--- src/rtl/branch_update_arbiter_pkg.sv ---
// Shared types and helpers for the branch update arbiter.
// Defines the predictor update record, the default queue depth and the
// mispredict / redirect-target helper functions.
package branch_update_arbiter_pkg;

    typedef logic [31:0] word_t;

    typedef struct packed {
        word_t pc;
        logic  outcome;
        word_t target;
    } bp_update_t;

    localparam int BP_UPD_DEPTH = 4;

    // A branch mispredicts on a wrong direction, or on a wrong target when taken.
    function automatic logic is_mispredict(input logic  outcome,
                                           input word_t target,
                                           input logic  pred_outcome,
                                           input word_t pred_target);
        return (outcome != pred_outcome) || (outcome && (target != pred_target));
    endfunction

    // Correct next PC: the taken target, or the fall-through (wraps at 2^32).
    function automatic word_t redirect_target(input word_t pc,
                                              input logic  outcome,
                                              input word_t target);
        return outcome ? target : (pc + 32'd4);
    endfunction

endpackage

--- src/rtl/branch_update_arbiter_if.sv ---
// Bus between the branch FU lanes / fetch / predictor and the arbiter.
// The slave modport is the arbiter; the master modport is its environment.
// drain_stall is a test hook that holds the queue from draining.
interface branch_update_arbiter_if
    import branch_update_arbiter_pkg::*;
#(
    parameter int DEPTH = BP_UPD_DEPTH,
    parameter int NREQ  = 2
);
    logic [NREQ-1:0]           req_valid;
    logic [NREQ-1:0]           req_ready;
    word_t [NREQ-1:0]          req_pc;
    logic [NREQ-1:0]           req_outcome;
    word_t [NREQ-1:0]          req_target;
    logic [NREQ-1:0]           req_pred_outcome;
    word_t [NREQ-1:0]          req_pred_target;
    logic                      drain_stall;
    logic                      update_btb;
    word_t                     update_pc;
    logic                      branch_outcome;
    word_t                     branch_target;
    logic                      redirect_valid;
    word_t                     redirect_pc;
    logic [15:0]               mispredict_cnt;
    logic [$clog2(DEPTH):0]    fifo_count;

    modport master (
        output req_valid, req_pc, req_outcome, req_target,
               req_pred_outcome, req_pred_target, drain_stall,
        input  req_ready, update_btb, update_pc, branch_outcome, branch_target,
               redirect_valid, redirect_pc, mispredict_cnt, fifo_count
    );

    modport slave (
        input  req_valid, req_pc, req_outcome, req_target,
               req_pred_outcome, req_pred_target, drain_stall,
        output req_ready, update_btb, update_pc, branch_outcome, branch_target,
               redirect_valid, redirect_pc, mispredict_cnt, fifo_count
    );

endinterface

--- src/rtl/branch_update_fifo.sv ---
// Small FIFO of predictor update records with occupancy count.
// Pushes while full and pops while empty are ignored.
module branch_update_fifo
    import branch_update_arbiter_pkg::*;
#(
    parameter int DEPTH = BP_UPD_DEPTH
) (
    input  logic                   clk,
    input  logic                   rst_n,
    input  logic                   push,
    input  bp_update_t             din,
    input  logic                   pop,
    output bp_update_t             dout,
    output logic                   full,
    output logic                   empty,
    output logic [$clog2(DEPTH):0] count
);
    localparam int AW = $clog2(DEPTH);
    localparam logic [AW-1:0] PTR_ONE  = AW'(1);
    localparam logic [AW:0]   CNT_ONE  = (AW + 1)'(1);
    localparam logic [AW:0]   CNT_FULL = (AW + 1)'(DEPTH);

    bp_update_t    mem_r [DEPTH];
    logic [AW-1:0] wr_ptr_r;
    logic [AW-1:0] rd_ptr_r;
    logic [AW:0]   count_r;
    logic          push_ok_s;
    logic          pop_ok_s;

    assign full      = (count_r == CNT_FULL);
    assign empty     = (count_r == '0);
    assign count     = count_r;
    assign dout      = mem_r[rd_ptr_r];
    assign push_ok_s = push && !full;
    assign pop_ok_s  = pop && !empty;

    // Storage write; contents need no reset since count gates every read
    always_ff @(posedge clk) begin
        if (push_ok_s) begin
            mem_r[wr_ptr_r] <= din;
        end
    end

    // Pointers and occupancy; power-of-two depth lets pointers wrap naturally
    always_ff @(posedge clk or negedge rst_n) begin
        if (!rst_n) begin
            wr_ptr_r <= '0;
            rd_ptr_r <= '0;
            count_r  <= '0;
        end else begin
            if (push_ok_s) begin
                wr_ptr_r <= wr_ptr_r + PTR_ONE;
            end
            if (pop_ok_s) begin
                rd_ptr_r <= rd_ptr_r + PTR_ONE;
            end
            case ({push_ok_s, pop_ok_s})
                2'b10:   count_r <= count_r + CNT_ONE;
                2'b01:   count_r <= count_r - CNT_ONE;
                default: count_r <= count_r;
            endcase
        end
    end

endmodule

--- src/rtl/branch_update_arbiter.sv ---
// Round-robin arbiter merging two branch FU lanes into the predictor update
// port, with mispredict redirect and a saturating mispredict counter.
// Optional macro BRANCH_UPD_FILTER_EN: correctly predicted not-taken results
// complete their handshake but are not forwarded to the predictor.
module branch_update_arbiter
    import branch_update_arbiter_pkg::*;
#(
    parameter int DEPTH = BP_UPD_DEPTH,
    parameter int NREQ  = 2
) (
    input logic                    CLK,
    input logic                    nRST,
    branch_update_arbiter_if.slave bus
);
    localparam int CW = $clog2(DEPTH) + 1;

    logic [NREQ-1:0] grant_s;
    logic            sel_s;
    logic            other_s;
    logic            accept_s;
    logic            mis_s;
    logic            enq_s;
    logic            bypass_s;
    logic            push_s;
    logic            pop_s;
    logic            full_s;
    logic            empty_s;
    logic [CW-1:0]   count_s;
    bp_update_t      sel_upd_s;
    bp_update_t      head_s;

    logic            rr_ptr_r;
    logic            upd_valid_r;
    bp_update_t      upd_r;
    logic            redir_valid_r;
    word_t           redir_pc_r;
    logic [15:0]     mis_cnt_r;

    assign other_s = ~rr_ptr_r;

    // Grant the favoured lane if valid, otherwise the other valid lane
    always_comb begin
        grant_s = '0;
        sel_s   = rr_ptr_r;
        if (bus.req_valid[rr_ptr_r]) begin
            grant_s[rr_ptr_r] = 1'b1;
            sel_s             = rr_ptr_r;
        end else if (bus.req_valid[other_s]) begin
            grant_s[other_s] = 1'b1;
            sel_s            = other_s;
        end else begin
            grant_s = '0;
            sel_s   = rr_ptr_r;
        end
    end

    // Ready only for the granted lane while the queue has room
    always_comb begin
        if (full_s) begin
            bus.req_ready = '0;
        end else begin
            bus.req_ready = grant_s;
        end
    end

    assign accept_s  = (|grant_s) && !full_s;
    assign sel_upd_s = '{pc:      bus.req_pc[sel_s],
                         outcome: bus.req_outcome[sel_s],
                         target:  bus.req_target[sel_s]};
    assign mis_s     = is_mispredict(bus.req_outcome[sel_s], bus.req_target[sel_s],
                                     bus.req_pred_outcome[sel_s], bus.req_pred_target[sel_s]);

`ifdef BRANCH_UPD_FILTER_EN
    assign enq_s = bus.req_outcome[sel_s] || bus.req_pred_outcome[sel_s];
`else
    assign enq_s = 1'b1;
`endif

    // An empty, non-stalled queue forwards the new result straight to the port
    assign bypass_s = accept_s && enq_s && empty_s && !bus.drain_stall;
    assign push_s   = accept_s && enq_s && !bypass_s;
    assign pop_s    = !empty_s && !bus.drain_stall;

    branch_update_fifo #(.DEPTH(DEPTH)) u_fifo (
        .clk   (CLK),
        .rst_n (nRST),
        .push  (push_s),
        .din   (sel_upd_s),
        .pop   (pop_s),
        .dout  (head_s),
        .full  (full_s),
        .empty (empty_s),
        .count (count_s)
    );

    // Arbitration pointer moves to the lane that was not served
    always_ff @(posedge CLK or negedge nRST) begin
        if (!nRST) begin
            rr_ptr_r <= 1'b0;
        end else if (accept_s) begin
            rr_ptr_r <= ~sel_s;
        end
    end

    // Redirect pulse, corrected next PC and saturating mispredict count
    always_ff @(posedge CLK or negedge nRST) begin
        if (!nRST) begin
            redir_valid_r <= 1'b0;
            redir_pc_r    <= 32'd0;
            mis_cnt_r     <= 16'd0;
        end else begin
            redir_valid_r <= accept_s && mis_s;
            if (accept_s && mis_s) begin
                redir_pc_r <= redirect_target(bus.req_pc[sel_s], bus.req_outcome[sel_s],
                                              bus.req_target[sel_s]);
                if (mis_cnt_r != 16'hFFFF) begin
                    mis_cnt_r <= mis_cnt_r + 16'd1;
                end
            end
        end
    end

    // Predictor update port: queue head first, else the bypassed result
    always_ff @(posedge CLK or negedge nRST) begin
        if (!nRST) begin
            upd_valid_r <= 1'b0;
            upd_r       <= '0;
        end else if (pop_s) begin
            upd_valid_r <= 1'b1;
            upd_r       <= head_s;
        end else if (bypass_s) begin
            upd_valid_r <= 1'b1;
            upd_r       <= sel_upd_s;
        end else begin
            upd_valid_r <= 1'b0;
        end
    end

    assign bus.update_btb     = upd_valid_r;
    assign bus.update_pc      = upd_r.pc;
    assign bus.branch_outcome = upd_r.outcome;
    assign bus.branch_target  = upd_r.target;
    assign bus.redirect_valid = redir_valid_r;
    assign bus.redirect_pc    = redir_pc_r;
    assign bus.mispredict_cnt = mis_cnt_r;
    assign bus.fifo_count     = count_s;

endmodule

--- src/flat_wrapper.sv ---
// flat-port wrapper written by rule: the top's interface ports become plain ports
module branch_update_arbiter_flat import branch_update_arbiter_pkg::*;
#(
    parameter int DEPTH = BP_UPD_DEPTH,
    parameter int NREQ  = 2
)
  (CLK, nRST, bus_req_valid, bus_req_pc, bus_req_outcome, bus_req_target, bus_req_pred_outcome, bus_req_pred_target, bus_drain_stall, bus_req_ready, bus_update_btb, bus_update_pc, bus_branch_outcome, bus_branch_target, bus_redirect_valid, bus_redirect_pc, bus_mispredict_cnt, bus_fifo_count);
  branch_update_arbiter_if #(.DEPTH(DEPTH), .NREQ(NREQ)) bus_i ();
  input logic CLK;
  input logic nRST;
  input wire logic [$bits(bus_i.req_valid)-1:0] bus_req_valid;
  input wire logic [$bits(bus_i.req_pc)-1:0] bus_req_pc;
  input wire logic [$bits(bus_i.req_outcome)-1:0] bus_req_outcome;
  input wire logic [$bits(bus_i.req_target)-1:0] bus_req_target;
  input wire logic [$bits(bus_i.req_pred_outcome)-1:0] bus_req_pred_outcome;
  input wire logic [$bits(bus_i.req_pred_target)-1:0] bus_req_pred_target;
  input wire logic [$bits(bus_i.drain_stall)-1:0] bus_drain_stall;
  output wire logic [$bits(bus_i.req_ready)-1:0] bus_req_ready;
  output wire logic [$bits(bus_i.update_btb)-1:0] bus_update_btb;
  output wire logic [$bits(bus_i.update_pc)-1:0] bus_update_pc;
  output wire logic [$bits(bus_i.branch_outcome)-1:0] bus_branch_outcome;
  output wire logic [$bits(bus_i.branch_target)-1:0] bus_branch_target;
  output wire logic [$bits(bus_i.redirect_valid)-1:0] bus_redirect_valid;
  output wire logic [$bits(bus_i.redirect_pc)-1:0] bus_redirect_pc;
  output wire logic [$bits(bus_i.mispredict_cnt)-1:0] bus_mispredict_cnt;
  output wire logic [$bits(bus_i.fifo_count)-1:0] bus_fifo_count;
  assign bus_i.req_valid = bus_req_valid;
  assign bus_i.req_pc = bus_req_pc;
  assign bus_i.req_outcome = bus_req_outcome;
  assign bus_i.req_target = bus_req_target;
  assign bus_i.req_pred_outcome = bus_req_pred_outcome;
  assign bus_i.req_pred_target = bus_req_pred_target;
  assign bus_i.drain_stall = bus_drain_stall;
  assign bus_req_ready = bus_i.req_ready;
  assign bus_update_btb = bus_i.update_btb;
  assign bus_update_pc = bus_i.update_pc;
  assign bus_branch_outcome = bus_i.branch_outcome;
  assign bus_branch_target = bus_i.branch_target;
  assign bus_redirect_valid = bus_i.redirect_valid;
  assign bus_redirect_pc = bus_i.redirect_pc;
  assign bus_mispredict_cnt = bus_i.mispredict_cnt;
  assign bus_fifo_count = bus_i.fifo_count;
  branch_update_arbiter #(.DEPTH(DEPTH), .NREQ(NREQ)) u_core (.CLK(CLK), .nRST(nRST), .bus(bus_i));
endmodule
--- config.mk ---
export PLATFORM = sky130hd
export DESIGN_NAME = branch_update_arbiter_flat
export DESIGN_NICKNAME = d
export VERILOG_FILES = /design/src/rtl/branch_update_arbiter_pkg.sv /design/src/rtl/branch_update_arbiter_if.sv /design/src/rtl/branch_update_fifo.sv /design/src/rtl/branch_update_arbiter.sv /design/src/flat_wrapper.sv
export SDC_FILE = /design/constraint.sdc
export NUM_CORES = 1
export LEC_CHECK = 0
export CAP_MARGIN = 20
export CORE_AREA = 2 2 190 192
export CTS_BUF_LIST = sky130_fd_sc_hd__clkbuf_8
export DETAILED_ROUTE_END_ITERATION = 16
export DIE_AREA = 0 0 192 194
export GPL_TIMING_DRIVEN = 0
export PLACE_DENSITY_LB_ADDON = 0.15
export SLEW_MARGIN = 20
export SYNTH_ARGS = -nofsm -noshare
export SYNTH_HDL_FRONTEND = slang
export SYNTH_SLANG_ARGS = --single-unit
--- constraint.sdc ---
create_clock -name CLK -period 11.9 [get_ports CLK]
set_input_delay 2.38 -clock CLK [delete_from_list [all_inputs] [get_ports CLK]]
set_output_delay 2.38 -clock CLK [all_outputs]
set_load 0.02 [all_outputs]
==> summary.md <==
| Metric | Value |
|---|---|
| Postcts setup bufs | 0 |
| Hold Buf Count CTS | 0 |
| First-pass GRT wire length | 83.17 mm |
| Share of the synthesized netlist area taken by xor and xnor gates | ~3% |
| Simple-gate portion of the synthesized area | 11.35% |
| Post-synthesis adder-cell area fraction | less than 1% |
| Synth Cell Area | about 17,000 sq um |
| Most frequent cell after synthesis | edfxtp_1 |
| Hold Path Origin | u_core.bus.branch_target[24] |
| Fillers | ~2.7k |
| Max Root-Sink Buffers | 3 |
| Max-cap viol count | 0 |
| Sequential-to-total area share from yosys stat | 62.82% |
| Synth Area in Compound Gates | 7.538% |
| GP Congestion | 0.9127 |
| Post-Layout Cell Count | 2,203 |
| Area leader, netlist | edfxtp_1 |
| Layout cells sized above 1 | roughly 12% |
| Fin crit period | 7.875 ns |
| R2R Path End | u_core.bus.redirect_pc[26] |
| Critical Path RT | around 12 ns |
| Hold worst-path end | u_core.bus.branch_target[24] |
| Residual DRC count | 0 |
| Crit path cell chain | clkdlybuf4s50_1, mux2_2, ha_1, o21a_1, nor2_1, buf_2, clkbuf_1, buf_1, nand2_1, nand2_1, ha_1, clkbuf_1, nand4_1, or4_1, a31oi_1, mux2_2 |
| Peak VDD IR | approximately 0.00015 V |
| Leakage | roughly 8.7 nW |
| Worst Hold Class | reg2reg |
| Slew @ Worst Pin | ~1.1 ns |
| H-tree levels | 2 |
| Drt pass-1 iters | 5 |
| Total grt overflow | 0 |
| DR vias/cell | between 5 and 6 |
| Crit path buf inv count | 5 |
| Initial Util | between 40% and 50% |
| I/O pin cnt | between 300 and 400 |
| GRT Util Overall | 30.71% |
| Post-Place Cells | around 2.1k |
| Yosys top cell area share | roughly 45% |
| Main flop type after synthesis | edfxtp_1 |
| CTS sink cnt | between 300 and 400 |
| Final Setup Violations | 0 |
| Cell Pwr Density | approximately 290 nW/um^2 |
| CORE AREA | approximately 35,000 sq um |
| Via Count | ~13k |
| RSZ-0062 raised after global routing | false |
| Initial antenna violation count | 1 |
| TNS Setup | 0 ns |
| Maximum clock rate | 0.1270 GHz |
| Die W | between 150 and 200 um |
| Worst Setup Start Kind | input port |
| Largest family of logic cells by synthesized area | multiplexers |
| Clk slew on worst S/H paths | about 0.060 ns |
| Crit path largest cell delay | 0.76 ns |
| Max-slew headroom | around a quarter |
| CP Data Arrival Time | ~8.4 ns |
| CP Class | in2reg |
| Routed Antenna Nets | 0 |
| Reg-to-reg setup timing slack | between 5 and 6 ns |
| Leading cell types by count after synthesis | edfxtp_1, nand2_1, dfrtp_1 |
| Post-synthesis mux area share | 11.68% |
| TritonCTS buffer count | 61 |
| Setup crit end kind | register |
| DP HPWL | between 40 and 50 mm |
| Final worst-path cycle share | between 60% and 70% |
| IO Port Bufs | 320 |
| Avg Inst Size Synth | about 13 sq um |
| Slew Viols, Final | 0 |
| Area Overhead vs Synth | 29.77% |
| Chip height | 194 um |
| Ys async rst share | between 30% and 40% |
| Routed WL | between 50 and 60 mm |
| Main area contributors after synthesis | edfxtp_1, dfrtp_1, mux4_2 |
| Violation count after the first detailed-route iteration | 1,163 |
| Post-Syn Nets | roughly 1.5k |
| Final Hold Viols | 0 |
| Crit-path max FO | 10 |
| Row cnt | 69 |
| Final net count | between 1.5k and 2k |
| Synth warnings | 0 |
| FF-to-FF Start | u_core.rr_ptr_r |
| TritonCTS clock tree | done |
| Synth Register Bits | between 300 and 400 |
| Clk_lat worst skew | around 0.62 ns |
| Routed len/inst | 26.02 um |
| Vias in the first global route | about 13k |
| Clk_skew | ~0.032 ns |
| Largest net degree at the start of global routing | 88 |
| Worst path top cell family by delay | buffers and inverters |
| Worst path slowest cell | buf_1 |
| Outcome | completed |
| Post-synthesis cell type count | 62 |
| Cells after Synth | roughly 1.3k |
| Die area | approximately 37,000 sq um |
| Path depth of the worst reg2reg path | 15 |
| Root Driver | clkbuf_8 |
| Hold Crit Depth | 2 |
| Post-synth EDFFs | 260 |
| Post-CTS Resized | 0 |
-- sequential cells by signal, summed over array words and instances (netlist names) --
signal                     count
u_core.bus.branch_outcome      1
u_core.bus.branch_target      32
u_core.bus.mispredict_cnt     16
u_core.bus.redirect_pc        32
u_core.bus.redirect_valid      1
u_core.bus.update_btb          1
u_core.bus.update_pc          32
u_core.rr_ptr_r                1
u_core.u_fifo.count            3
u_core.u_fifo.mem_r          260
u_core.u_fifo.rd_ptr_r         2
u_core.u_fifo.wr_ptr_r         2
-- per-layer routing --
metal  GRT usage [%]  up-vias  wire length, um
met5               0        -                0
met1           42.14     6614            22420
li1                -     5653                -
met3           6.407      107             5519
met4           10.52        0             1774
met2           49.00      725            27620
-- cell families after synthesis --
group | after synthesis
adders and majority gates | 9
muxes | 117
AOI/OAI and AO/OA | 177
buffers and inverters | 130
DFF | 383
and+or+nand+nor | 427
xor gates and xnor gates | 58
-- cell type report --
| type | instances | area [sq um] | share of cell area (%) |
|---|---|---|---|
| clock inverter | 48 | 340.3 | 1.513 |
| timing repair buffer | 326 | 3321 | 14.77 |
| antenna | 1 | 2.502 | 0.01113 |
| multi-input combinational | 788 | 5936 | 26.40 |
| inverter | 62 | 232.7 | 1.035 |
| sequential | 383 | 10890 | 48.41 |
| clock buffer | 66 | 908.4 | 4.040 |
| tap | 461 | 576.8 | 2.565 |
| buffer | 68 | 284.0 | 1.263 |
-- worst min-delay path, cell delays in order, from the launching register on --
cell and delay (ns):
dfrtp_1 0.34, nand2_1 0.05, nand2_1 0.04
-- worst max-delay path by stage --
| stage | startpoint | slack (ns) | depth (start not counted) | to |
|---|---|---|---|---|
| 6_report | bus_req_valid[1] | 4.02 | 16 | u_core.bus.redirect_pc[26] |
| 5_1_grt | bus_req_valid[1] | 3.91 | 16 | u_core.bus.redirect_pc[26] |
| 4_1_cts | bus_req_valid[1] | 4.26 | 16 | u_core.bus.redirect_pc[26] |
| 3_5_place_dp | bus_req_valid[1] | 3.61 | 16 | u_core.bus.redirect_pc[26] |
| 3_3_place_gp | nRST | 2.97 | 1 | u_core.bus.branch_target[6] |
| 2_1_floorplan | bus_req_valid[0] | 6.05 | 17 | u_core.bus.redirect_pc[26] |
-- stage by stage --
step	total power [W]	hold WS (ns)	utilization [%]	setup WS [ns]	area, sq um
after floorplan	0.004028	0.5670	-	6.050	17330
final	0.006465	0.4625	63.84	4.025	22490
after CTS	0.006461	0.4701	63.82	4.263	22480
after global routing	0.006751	0.4858	63.83	3.908	22480
after detailed placement	0.005319	0.4565	60.27	3.614	21230
after global placement	0.005241	0.4528	59.92	2.969	21110
-- cell usage in the layout, fill, tap and decap left out, types with 9 or more instances in the layout --
| cell type | count |
|---|---|
| a21oi_1 | 14 |
| a221o_1 | 22 |
| a22oi_1 | 45 |
| a31oi_1 | 17 |
| and3_1 | 13 |
| buf_1 | 16 |
| buf_2 | 10 |
| clkbuf_1 | 41 |
| clkbuf_8 | 66 |
| clkdlybuf4s50_1 | 319 |
| clkinv_1 | 11 |
| dfrtp_1 | 123 |
| edfxtp_1 | 260 |
| inv_1 | 82 |
| mux2_2 | 28 |
| mux2i_1 | 22 |
| mux4_2 | 65 |
| nand2_1 | 239 |
| nand2b_1 | 9 |
| nand3_1 | 22 |
| nand4_1 | 22 |
| nor2_1 | 55 |
| nor2b_1 | 18 |
| nor3_1 | 11 |
| nor4_1 | 9 |
| o21ai_0 | 22 |
| xnor2_1 | 36 |
| xor2_1 | 22 |
-- report_power, final --
| part | total, W | internal [W] | switching, W | leakage (nW) |
|---|---|---|---|---|
| combinational | 0.00296 | 0.00114 | 0.00182 | 4.05 |
| clock | 0.00114 | 0.000620 | 0.000522 | 0.705 |
| sequential | 0.00236 | 0.00215 | 0.000210 | 3.90 |
| total | 0.00646 | 0.00391 | 0.00255 | 8.66 |
(Power assumes the default switching activity.)
